**config.mk**
```make
export PLATFORM = sky130hd
export DESIGN_NAME = injection_monitor
export DESIGN_NICKNAME = d
export VERILOG_FILES = /design/src/rtl/injection_monitor_pkg.sv /design/src/rtl/injection_monitor_cmp.sv /design/src/rtl/injection_monitor.sv
export SDC_FILE = /design/constraint.sdc
export NUM_CORES = 1
export LEC_CHECK = 0
export ABC_CLOCK_PERIOD_IN_PS = 1760
export CAP_MARGIN = 20
export CORE_MARGIN = 2
export CORE_UTILIZATION = 47
export CTS_CLUSTER_SIZE = 24
export DETAILED_ROUTE_END_ITERATION = 12
export PLACE_DENSITY = 0.78
export RECOVER_POWER = 100
export SLEW_MARGIN = 20
export SYNTH_ARGS = -nofsm -noshare
export SYNTH_HDL_FRONTEND = slang
export SYNTH_SLANG_ARGS = --single-unit
```
**constraint.sdc**
```tcl
create_clock -name clk -period 1.76 [get_ports clk]
set_clock_uncertainty 0.15 [all_clocks]
set_input_delay 0.352 -clock clk [delete_from_list [all_inputs] [get_ports clk]]
set_output_delay 0.352 -clock clk [all_outputs]
set_load 0.01 [all_outputs]
```
**src/rtl/injection_monitor_pkg.sv**
```systemverilog
// Shared definitions for the injection monitor: result class codes and the
// observer FSM state encoding.
package injection_pkg;

    localparam logic [1:0] CLS_MASKED     = 2'd0;
    localparam logic [1:0] CLS_TRANSIENT  = 2'd1;
    localparam logic [1:0] CLS_PERSISTENT = 2'd2;

    typedef enum logic [1:0] {
        ST_IDLE    = 2'd0,
        ST_OBSERVE = 2'd1,
        ST_REPORT  = 2'd2
    } state_t;

endpackage

```
**src/rtl/injection_monitor_cmp.sv**
```systemverilog
// injection_cmp: per-output compare of faulty vs reference copy.
// Keeps a sticky mismatch mask and latches the observe-cycle index of the
// first mismatch. The *_nxt outputs already include the current cycle so the
// owner can capture a complete result on the final window cycle.
// Ports:
//   clk, rstn            clock, async active-low reset
//   i_clr                clear mask and first-hit flag (start of a run)
//   i_en                 accumulate this cycle
//   i_cyc                current observe-cycle index
//   i_y1/y2_dut/ref      compared signals
//   o_mis                {y2,y1} mismatch this cycle
//   o_mask_nxt           sticky mask including this cycle
//   o_lat_nxt            first-mismatch index including this cycle, all-ones if none
module injection_cmp #(
    parameter int LAT_W = 8
) (
    input  logic             clk,
    input  logic             rstn,
    input  logic             i_clr,
    input  logic             i_en,
    input  logic [LAT_W-1:0] i_cyc,
    input  logic             i_y1_dut,
    input  logic             i_y2_dut,
    input  logic             i_y1_ref,
    input  logic             i_y2_ref,
    output logic [1:0]       o_mis,
    output logic [1:0]       o_mask_nxt,
    output logic [LAT_W-1:0] o_lat_nxt
);

    logic [1:0]       r_mask;
    logic             r_hit;
    logic [LAT_W-1:0] r_lat;
    logic [1:0]       w_mis;

    assign w_mis      = {i_y2_dut ^ i_y2_ref, i_y1_dut ^ i_y1_ref};
    assign o_mis      = w_mis;
    assign o_mask_nxt = r_mask | w_mis;
    assign o_lat_nxt  = r_hit ? r_lat : ((|w_mis) ? i_cyc : {LAT_W{1'b1}});

    always_ff @(posedge clk or negedge rstn) begin
        if (!rstn) begin
            r_mask <= 2'b00;
            r_hit  <= 1'b0;
            r_lat  <= '0;
        end else if (i_clr) begin
            r_mask <= 2'b00;
            r_hit  <= 1'b0;
            r_lat  <= '0;
        end else if (i_en) begin
            r_mask <= r_mask | w_mis;
            if (!r_hit && (|w_mis)) begin
                r_hit <= 1'b1;
                r_lat <= i_cyc;
            end
        end
    end

endmodule

```
**src/rtl/injection_monitor.sv**
```systemverilog
// injection_monitor: observes a faulty and a reference injection_module over a
// fixed window per run, classifies the run (MASKED / TRANSIENT / PERSISTENT),
// returns the result over valid/ready and counts non-masked runs (saturating).
// Ports:
//   clk, rstn             clock, async active-low reset
//   start, abort          run control
//   y1/y2_dut, y1/y2_ref  compared signals
//   busy                  high in OBSERVE and REPORT
//   res_valid, res_ready  result handshake
//   res_class/mask/lat    result fields, stable while res_valid
//   err_cnt               accepted non-masked results, saturating
module injection_monitor
    import injection_pkg::*;
#(
    parameter int OBS_CYCLES = 64,
    parameter int LAT_W      = 8,
    parameter int CNT_W      = 8
) (
    input  logic             clk,
    input  logic             rstn,
    input  logic             start,
    input  logic             abort,
    input  logic             y1_dut,
    input  logic             y2_dut,
    input  logic             y1_ref,
    input  logic             y2_ref,
    output logic             busy,
    output logic             res_valid,
    input  logic             res_ready,
    output logic [1:0]       res_class,
    output logic [1:0]       res_mask,
    output logic [LAT_W-1:0] res_lat,
    output logic [CNT_W-1:0] err_cnt
);

    localparam int CYC_W = $clog2(OBS_CYCLES + 1);

    state_t             r_state;
    state_t             w_state_nxt;
    logic [CYC_W-1:0]   r_cyc;
    logic [1:0]         r_class;
    logic [1:0]         r_mask;
    logic [LAT_W-1:0]   r_lat;
    logic [CNT_W-1:0]   r_err_cnt;

    logic               w_run_start;
    logic               w_win_end;
    logic               w_accept;
    logic               w_cmp_en;
    logic [1:0]         w_mis;
    logic [1:0]         w_mask_nxt;
    logic [LAT_W-1:0]   w_lat_nxt;

    // abort overrides start, window end and handshake alike
    assign w_run_start = (r_state == ST_IDLE) && start && !abort;
    assign w_win_end   = (r_state == ST_OBSERVE) && !abort &&
                         (r_cyc == CYC_W'(OBS_CYCLES - 1));
    assign w_accept    = (r_state == ST_REPORT) && res_ready && !abort;
    assign w_cmp_en    = (r_state == ST_OBSERVE) && !abort;

    injection_cmp #(
        .LAT_W (LAT_W)
    ) u_cmp (
        .clk        (clk),
        .rstn       (rstn),
        .i_clr      (w_run_start),
        .i_en       (w_cmp_en),
        .i_cyc      (LAT_W'(r_cyc)),
        .i_y1_dut   (y1_dut),
        .i_y2_dut   (y2_dut),
        .i_y1_ref   (y1_ref),
        .i_y2_ref   (y2_ref),
        .o_mis      (w_mis),
        .o_mask_nxt (w_mask_nxt),
        .o_lat_nxt  (w_lat_nxt)
    );

    always_ff @(posedge clk or negedge rstn) begin
        if (!rstn) begin
            r_state <= ST_IDLE;
        end else begin
            r_state <= w_state_nxt;
        end
    end

    always_comb begin
        w_state_nxt = r_state;
        case (r_state)
            ST_IDLE: begin
                if (w_run_start) w_state_nxt = ST_OBSERVE;
            end
            ST_OBSERVE: begin
                if (abort)          w_state_nxt = ST_IDLE;
                else if (w_win_end) w_state_nxt = ST_REPORT;
            end
            ST_REPORT: begin
                if (abort || w_accept) w_state_nxt = ST_IDLE;
            end
            default: w_state_nxt = ST_IDLE;
        endcase
    end

    always_ff @(posedge clk or negedge rstn) begin
        if (!rstn) begin
            r_cyc     <= '0;
            r_class   <= CLS_MASKED;
            r_mask    <= 2'b00;
            r_lat     <= '0;
            r_err_cnt <= '0;
        end else begin
            if (w_run_start) begin
                r_cyc <= '0;
            end else if (w_cmp_en) begin
                r_cyc <= r_cyc + CYC_W'(1);
            end

            // final cycle's mismatch is folded in via the *_nxt values
            if (w_win_end) begin
                r_mask <= w_mask_nxt;
                r_lat  <= w_lat_nxt;
                if (|w_mis)           r_class <= CLS_PERSISTENT;
                else if (|w_mask_nxt) r_class <= CLS_TRANSIENT;
                else                  r_class <= CLS_MASKED;
            end

            if (w_accept && (r_class != CLS_MASKED) &&
                (r_err_cnt != {CNT_W{1'b1}})) begin
                r_err_cnt <= r_err_cnt + CNT_W'(1);
            end
        end
    end

    assign busy      = (r_state != ST_IDLE);
    assign res_valid = (r_state == ST_REPORT);
    assign res_class = r_class;
    assign res_mask  = r_mask;
    assign res_lat   = r_lat;
    assign err_cnt   = r_err_cnt;

endmodule

```
**Word-level counts from Yosys, hierarchy flattened**

Index checks and enable logic that the tools add are counted.

- Register bits: 40
- Output and inout port bits: 22
- Word-level logic and storage cells: 61

- Eq/ne operators: 7
- Muxes and demuxes: 19
- Bitwise logic cells: 3
- Add/subtract/negate cells: 2
- Reduce and logical (&&, ||, !) cells: 21

Operator list:

| kind | number |
|---|---|
| 2-to-1 mux 8 bit | 5 |
| 2-to-1 mux 2 bit | 7 |
| 2-to-1 mux 7 bit | 2 |
| logical AND 1 bit | 9 |
| adder 8 x 1 -> 8 bit, second input constant | 1 |
| inequality test 8 bit, second input constant | 1 |
| nonzero test 2 bit | 4 |
| adder 7 x 1 -> 7 bit, second input constant | 1 |
| equality test 7 x 6 -> 1 bit, second input constant | 1 |
| one-hot mux 2 bit (3 select lines) | 1 |
| 2-to-1 mux 1 bit | 4 |
| inequality test 2 x 1 -> 1 bit, second input constant | 2 |
| OR reduction 2 bit | 2 |
| inequality test 3 bit, second input constant | 1 |
| AND reduction 3 bit | 1 |
| equality test 2 x 1 -> 1 bit, second input constant | 1 |
| equality test 2 bit, second input constant | 1 |
| zero test 1 bit | 2 |
| zero test 2 bit | 1 |
| bitwise OR 2 bit | 1 |
| AND reduction 2 bit | 1 |
| bitwise XOR 1 bit | 2 |
| logical OR 1 bit | 1 |

**Logic depth before layout (Yosys ltp)**

Gate-level depths: netlist (run 1).

- Word-level depth: 6
- Mapped depth: 6

**By module**

Synthesis (run 1) repeated with hierarchy kept, for this count alone.

- Cell total of the unflattened synthesis: 174
- Area, all modules: 2059.5 sq um

Modules (own cells, without submodules):

| module | area an instance (sq um) | sequential area each (sq um) | cells an instance | times used |
|---|---|---|---|---|
| injection_monitor | 1377.6 | 725.7 | 112 | 1 |
| injection_cmp | 681.9 | 275.3 | 62 | 1 |

**Least setup slack after synthesis (run 1)**

No wires, ideal clock.

- Kind: reg2reg
- Start: register r_err_cnt[0], in the netlist err_cnt[0]
- End: register r_err_cnt[1], in the netlist err_cnt[1]
- Setup time: 0.125 ns
- Cell stages (with the launch flop): 5
- Arrival: 1.523 ns
- Path buffers: 0
- Setup slack: -0.038 ns
- Clock period less this slack: 1.798 ns
- Cell sequence: dfrtp_1 ha_1 and3_1 a211oi_1 mux2_2

- Cells in the longest elaborated chain, start to end: 2
- Elaborated cells on any way between the ends: 3
- Those cells by class: add/sub (1); eq/ne (1); reduce/logical (1)

Ends and longest elaborated chain:

| element | line | text |
|---|---|---|
| start: declaration | injection_monitor.sv:44 | `logic [CNT_W-1:0] r_err_cnt;` |
| start signal: assignment | injection_monitor.sv:128 | `r_err_cnt <= r_err_cnt + CNT_W'(1);` |
| parallel branches: the longest is 2 deep, another holds adder 8 x 1 -> 8 bit | -- |  |

Several ways; the timed one is not identified.
A chain may end at the register's enable or synchronous reset.

**Final worst setup path (run 1)**

- Start: register r_state[0]
- End: register r_lat[0], in the netlist res_lat[0]

- Cells in the longest elaborated chain, start to end: 3

Ends and longest elaborated chain:

| element | line | text |
|---|---|---|
| start: declaration | injection_monitor.sv:38 | `state_t r_state;` |
| start signal: assignment | injection_monitor.sv:82 | `r_state <= w_state_nxt;` |
| equality test 2 x 1 -> 1 bit | injection_monitor.sv:56 | `assign w_win_end = (r_state == ST_OBSERVE) && !abort &&` |
| logical AND 1 bit (2 in a row) | injection_monitor.sv:56 |  |
| end signal: assignment | injection_monitor.sv:120 | `r_lat <= w_lat_nxt;` |
| end: declaration | injection_monitor.sv:43 | `logic [LAT_W-1:0] r_lat;` |

No other way between the ends.

==> summary by stage, run 1 <==
STA
At the pin with the least slew margin, the transition time is 947 ps. The worst pin sits at a relative slew slack of 36.9%. The number of hold violations in the final report is 0. The final cycle utilization of the critical path is 103%.

The worst hold slack across all endpoints is 368 ps. The fmax is 554 MHz. Setup total negative slack on the finished layout was measured at -137 ps. The final critical-path setup slack is -45.8 ps. Setup violations remaining at the end of the flow were counted as 7. The final count of pins violating max slew is 0.

Setup repair after global routing could not meet its margin everywhere. The final critical-path required period is 1810 ps.

Clock tree
The root buffer cell chosen for the clock tree is sky130_fd_sc_hd__clkbuf_8. CTS saw 39 sinks. After clock tree synthesis, the clock-pin slew on the worst setup and hold paths is 80 ps. The longest clock path from root to sink contains 2 buffers. The clock tree from TritonCTS is yes. The CTS buffer count is 5.

At the later pin of the worst-skew pair, clock insertion delay measures 300 ps. The clock tree synthesis step divided the H-tree into 2 levels.

Finish
In the final layout, the multi-input gates occupy 774 µm². The top cell types in the final layout, fill and taps aside, are sky130_fd_sc_hd__dfrtp_1 (39), sky130_fd_sc_hd__clkdlybuf4s50_1 (21), sky130_fd_sc_hd__nor2_1 (20). The area growth from synthesis to layout is 40.9%.

The area occupied by registers is 976 µm². The count of nets after finishing is 251. After filler insertion, the fill cell instance count of the layout stands at 272. The most common cell after layout, fill and taps aside is sky130_fd_sc_hd__dfrtp_1. The number of antenna diodes in the final layout is 0. The total non-filler cell area in the finished layout is 2510 µm². The proportion of layout cells with a drive suffix above 1 is 21.6%.

Power and ir drop
The maximum resistive drop on vdd is roughly 0.68 mV. The leakage dissipation is 1.18 nW. The power per unit of standard cell area is ~860 nW/µm².

Placement
The total cell area at the placement stage is 2300 µm². The port buffer count is 30. The HPWL after detailed placement is around 2800 µm. The congestion estimate from routability-driven global placement came to 0.835.

Outcome
The final reports fail on setup timing. The flow ran to the end, but the final reports show violations.

Routing
The sum of routed wire length over all layers is between 4000 and 5000 µm. Summing over every cut layer, the via total after detailed routing is 1552. The pre-antenna-repair detailed-routing pass consisted of 4 iterations. In the final routed layout, each cell accounts on average for 15.1 µm. The per-cell via count in the routed design is approximately 5.4. The count of nets left with antenna violations once routing finished came out at 0. The remaining design rule violation count is 0. After the first detailed-routing iteration, the DRC count stood at 97.

Synth
The net count after synthesis is 190. The most used flip-flop cell after synthesis is sky130_fd_sc_hd__dfrtp_1. For this run, asynchronously set or reset flops after synthesis account for 100%.

A synthesized cell averages between 9 and 10 µm². The synthesized netlist occupies a cell area of 1790 µm². The count of flip-flops with a built-in enable after synthesis is 0.

The share of the Yosys chip area taken by registers is between 50% and 60%. During synthesis, Yosys emitted a total of 0 warnings. The synthesized instance count is about 180.

The number of distinct library cells after synthesis is 43. Synthesis inferred 39 register bits.

Global route
The largest net degree at the start of global routing is 40. The number of antenna violations at the first check in global routing is 0. The via count of the first global-routing pass was 1464.

The overall routing resource usage is 20.5%. The first global-routing pass estimated 6600 µm of wire. Summed over all layers, the global routing overflow is 0.

Floorplan
The cell row count is 22. The die covers 4310 µm². The count of pins on the block boundary is 31. The core region is approximately 3700 µm². In this run the vertical extent of the chip is approximately 66 µm. Once the floorplan was initialized, standard cells occupied 48.8% of the core.

In this run the horizontal extent of the chip is 65.6 µm.

Hold path
In this run the worst hold path is classified as reg -> reg.

Setup path
Data on the critical path arrives at its endpoint at 1880 ps. STA classifies the critical path startpoint as a flip-flop. STA classifies the critical path endpoint as a flip-flop.

The required time of the critical path is 1830 ps. The largest driver fanout on the critical path is 6. The worst setup path is of the reg -> reg kind.

Job
The tool flagged a number of max-cap violations equal to 0.
metal layers:
metal  global-route usage, %  wire length (µm)  vias to the layer above
met5                       0                 0                        -
met4                    9.38                81                        0
met3                    6.51               171                        7
met2                    33.7              2250                       30
met1                    24.4              1880                      774
li1                        -                 -                      741
timing repair:
item	CTS	global route
hold endpoints to repair	39	0
pin swaps	4	4
hold buffers	1	0
setup buffers	4	1
resized for setup	12	19
setup endpoints to repair	26	19
flip-flops by register name (all words and copies together) (netlist names), 2 cells and up:
| signal | cells |
|---|---|
| err_cnt | 8 |
| res_lat | 8 |
| r_cyc | 7 |
| u_cmp.r_lat | 7 |
| r_state | 2 |
| res_class | 2 |
| res_mask | 2 |
| u_cmp.r_mask | 2 |
critical path, stage by stage (launching register included):
cell	delay, ps
sky130_fd_sc_hd__dfrtp_1	420
sky130_fd_sc_hd__or3b_4	420
sky130_fd_sc_hd__nor3_4	340
sky130_fd_sc_hd__buf_6	160
sky130_fd_sc_hd__buf_6	100
sky130_fd_sc_hd__o21ai_2	50
sky130_fd_sc_hd__o22ai_1	100
cells in the mapped netlist (2+ instances only):
cell type,instances,area (µm²)
sky130_fd_sc_hd__inv_1,14,52.6
sky130_fd_sc_hd__and3_1,2,12.5
sky130_fd_sc_hd__dfrtp_1,39,976
sky130_fd_sc_hd__o31ai_1,4,30.0
sky130_fd_sc_hd__a21oi_1,8,40.0
sky130_fd_sc_hd__nor3_1,7,35.0
sky130_fd_sc_hd__ha_1,2,25.0
sky130_fd_sc_hd__mux2i_1,2,20.0
sky130_fd_sc_hd__o22ai_1,3,18.8
sky130_fd_sc_hd__xor2_1,7,61.3
sky130_fd_sc_hd__nand3_1,4,20.0
sky130_fd_sc_hd__clkbuf_1,2,7.51
sky130_fd_sc_hd__nand2_1,16,60.1
sky130_fd_sc_hd__xnor2_1,2,17.5
sky130_fd_sc_hd__mux2_2,2,22.5
sky130_fd_sc_hd__o21ai_0,10,50.1
sky130_fd_sc_hd__nor2_1,22,82.6
sky130_fd_sc_hd__a31oi_1,6,37.5
sky130_fd_sc_hd__buf_2,3,15.0
worst paths after layout:
| kind | slack, ps | end | start | depth (start not counted) |
|---|---|---|---|---|
| setup / recovery | -50 | res_lat[0] | r_state[0] | 6 |
| min in group asynchronous | 670 | r_cyc[5] | rstn | 3 |
| hold / removal | 370 | err_cnt[6] | err_cnt[6] | 1 |
| setup reg to reg | -50 | res_lat[0] | r_state[0] | 6 |
| max in group asynchronous | 190 | err_cnt[0] | rstn | 3 |
| hold reg to reg | 370 | err_cnt[6] | err_cnt[6] | 1 |
stage by stage:
stage / worst slack [ps] / power (mW) / util (%) / instances
floorplan: 8.37 / 1.12 / - / 179
global placement: -388 / 1.26 / 63.0 / 275
detailed placement: -464 / 1.27 / 63.0 / 275
CTS: 1.45 / 2.14 / 67.7 / 288
global route: -98.5 / 2.23 / 68.7 / 289
finish: -45.8 / 2.15 / 68.7 / 289
power breakdown:
part           total, mW  internal [mW]  leakage, nW  switching (mW)
logic              0.287          0.126        0.609           0.161
registers          0.980          0.941        0.501          0.0382
clock network      0.887          0.567       0.0654           0.320
total               2.15           1.63         1.18           0.519
kinds of logic after synthesis:
family,Yosys count,share of synthesized area [%]
xor+xnor,9,4.42
mux,4,2.38
fa+ha+maj,2,1.40
simple gates,67,19.3
buf+inv,20,4.84
flops,39,54.7
compound gates,38,13.0
area by class of cell:
type / instances / share of cell area (%)
flip-flops and latches: 39 / 38.8
multi-input cells: 120 / 30.8
repair buffers: 60 / 20.6
clock buffers: 6 / 2.89
clock inverters: 2 / 2.39
well taps: 48 / 2.39
inverters: 14 / 2.09
(Power assumes the default switching activity.)
==> inputs of run 2 (changes only) <==
- ABC_CLOCK_PERIOD_IN_PS: 1760 -> 1700
- CORE_UTILIZATION: 47 -> 52
- PLACE_DENSITY: 0.78 -> 0.82
- clock period: 1.76 -> 1.7 ns (I/O delays scaled with it)
==> run 2 against run 1 <==
Net effect:
- the run still ends with setup timing left
- routed wire length is 15% higher
- utilization is 12 points higher
- sequential power is 4% higher
- non-clock buffer count is 10 higher
- count of clock-buffer cells in the layout is 1 lower
- maximum frequency is 3.4% lower
- total power is 9.3% lower
- sequential share of layout area is 2.2 points lower
- first-iteration DRC count is 37% higher
- die area is 9.0% lower
- flip-flop and latch count stayed put
- largest power group unchanged
==> summary by stage, run 2 (synthesis gave the netlist of run 1 again) <==
Global route
The global-route congestion overflow total is 0 (unchanged). The largest net degree at the start of global routing came to 40 (unchanged). The wire length of the first global-routing pass is 8020 µm (was 6600 µm). The via count of the first global-routing pass was 1712 (was 1464). The overall routing resource usage is 26.5% (was 20.5%). The number of antenna violations at the first check in global routing is 0 (unchanged).

Placement
The total cell area at the placement stage is 2360 µm² (was 2300 µm²). The port buffer count came to 30 (unchanged). The worst slack at placement is -483 ps (was -464 ps). The routability congestion estimate is 0.901 (was 0.835).

The HPWL after detailed placement is 2950 µm (was 2810 µm).

Floorplan
The cell row count is 21 (was 22). The die boundary width is 62.6 µm (was 65.6 µm). The effective utilization at floorplan is 53.9% (was 48.8%). The area enclosed by the die boundary is 3920 µm² (was 4310 µm²). The count of pins on the block boundary came to 31 (unchanged). The vertical die dimension is 62.6 µm (was 65.6 µm).

The placeable core area is 3310 µm² (was 3660 µm²).

Setup path
The largest driver fanout on the critical path is 15 (was 6). The capturing element type of the critical path is a flip-flop (unchanged). The arrival time at the worst endpoint was 1990 ps (was 1880 ps). The type of origin of the critical path is a flip-flop (unchanged). The required time of the critical path is 1820 ps (was 1830 ps). The type of the worst setup path is reg -> reg (unchanged).

Routing
The detail-routed net length per standard cell is 16.9 µm (was 15.1 µm). The per-cell via count in the routed design is 5.63 (was 5.37). The remaining design rule violation count was 0 (unchanged). The count of routing violations after the opening detailed-route iteration is 133 (was 97). The length of the first detailed-routing pass in iterations is 4 (unchanged). The total vias in the final route is 1673 (was 1552).

The sum of routed wire length over all layers came to 5020 µm (was 4380 µm). The number of nets with antenna violations after routing is 0 (unchanged).

Outcome
Failing checks: setup timing (unchanged). Outcome: finished, violations left (unchanged).

STA
The number of setup violations in the final report was 27 (was 7). RSZ-0062 raised after global routing: yes (unchanged). The fmax came to 535 MHz (was 554 MHz). The final critical-path required period came to 1870 ps (was 1810 ps). The final count of pins violating max slew is 0 (unchanged). The final critical-path setup slack was -169 ps (was -45.8 ps).

The actual slew at the worst max-slew pin is 940 ps (was 947 ps). The worst slew margin relative to its limit is 37.3% (was 36.9%). The number of hold violations in the final report is 0 (unchanged).

The final cycle utilization of the critical path is 110% (was 103%).

Clock tree
The count of hold-fix buffers inserted at cts is 0 (was 1). The maximum clock insertion buffer count is 2 (unchanged). The clock root buffer is sky130_fd_sc_hd__clkbuf_4 (was sky130_fd_sc_hd__clkbuf_8).

The number of sinks driven by the clock tree is 39 (unchanged). The post-CTS clock slew at the launch and capture registers of the worst setup and hold paths is 130 ps (was 80 ps). The clock tree from TritonCTS is yes (unchanged). The H-tree depth is 2 (unchanged). The clock latency on the worst-skew pair is 360 ps (was 300 ps). The CTS buffer count is 5 (unchanged).

Finish
The proportion of layout cells with a drive suffix above 1 came to 30.3% (was 21.6%). Highest-count cells in the layout ignoring fill and taps: sky130_fd_sc_hd__dfrtp_1 (37), sky130_fd_sc_hd__buf_4 (24), sky130_fd_sc_hd__nor2_1 (17), sky130_fd_sc_hd__dlygate4sd2_1 (17), sky130_fd_sc_hd__nand2_1 (16) (was sky130_fd_sc_hd__dfrtp_1 (39), sky130_fd_sc_hd__clkdlybuf4s50_1 (21), sky130_fd_sc_hd__nor2_1 (20)). The area occupied by registers came to 978 µm² (was 976 µm²). The total non-filler cell area in the finished layout is 2670 µm² (was 2510 µm²). The total of fill cells in the finished design is 199 (was 272). The share of the core filled with cells is 80.7% (was 68.7%).

The area of the multi-input gates is 871 µm² (was 774 µm²). The count of nets after finishing is 261 (was 251). The count of inserted antenna diode cells is 0 (unchanged). The most common cell after layout, fill and taps aside was sky130_fd_sc_hd__dfrtp_1 (unchanged).

The area growth from synthesis to layout is 49.6% (was 40.9%).

Job
The count of maximum capacitance violations is 0 (unchanged).

Power and ir drop
The leakage dissipation is 1.31 nW (was 1.18 nW). The maximum resistive drop on vdd was 0.881 mV (was 0.678 mV). The power per unit of standard cell area is 732 nW/µm² (was 856 nW/µm²).

Hold path
The worst min-delay path class is reg -> reg (unchanged).
-- run 2: critical path: stages, from the launching register on --
cell and delay (ps):
sky130_fd_sc_hd__dfrtp_2 440, sky130_fd_sc_hd__buf_6 120, sky130_fd_sc_hd__or3b_4 420, sky130_fd_sc_hd__nor3_4 160, sky130_fd_sc_hd__buf_12 170, sky130_fd_sc_hd__o21ai_0 140
sky130_fd_sc_hd__o22ai_1 200
-- run 2: area by class of cell --
type | instances | area share, %
clock inverters | 3 | 1.64
clock buffers | 5 | 1.41
repair buffers | 70 | 23.6
flip-flops and latches | 39 | 36.6
well taps | 46 | 2.15
inverters | 14 | 1.97
multi-input cells | 120 | 32.6
-- run 2: repair_timing --
action / in CTS / in global routing
pin swaps: 12 / 6
setup endpoints to repair: 37 / 38
setup buffers: 11 / 5
resized for setup: 56 / 14
endpoints found under the hold margin: 0 / 0
-- run 2: metrics by stage --
stage | power [mW] | instances | hold slack, ps | setup TNS [ps]
global route | 2.03 | 297 | 414 | -4050
detailed placement | 1.30 | 273 | 358 | -12440
floorplan | 1.16 | 179 | -106 | -5.14
CTS | 1.94 | 292 | 207 | -990
finish | 1.95 | 297 | 392 | -1890
global placement | 1.28 | 273 | 349 | -10820
-- run 2: report_power, final --
part	leakage, nW	switching (mW)	internal, mW
clock	0.0452	0.317	0.309
sequential	0.498	0.0494	0.975
combinational	0.768	0.165	0.139
-- run 2: path summary, 6_finish.rpt --
path,startpoint,end,slack (ps),cells past startpoint
setup / recovery,r_state[1],res_lat[1],-170,6
hold / removal,u_cmp.r_lat[0],u_cmp.r_lat[0],390,2
setup reg to reg,r_state[1],res_lat[1],-170,6
hold reg to reg,u_cmp.r_lat[0],u_cmp.r_lat[0],390,2
max in group asynchronous,rstn,r_state[0],250,2
min in group asynchronous,rstn,res_lat[1],500,2
-- run 2: routing by layer --
| layer | wire length [µm] | track usage (%) |
|---|---|---|
| met5 | 0 | 0 |
| met1 | 1920 | 30.4 |
| met3 | 271 | 6.67 |
| met4 | 77 | 10.6 |
| met2 | 2750 | 47.4 |
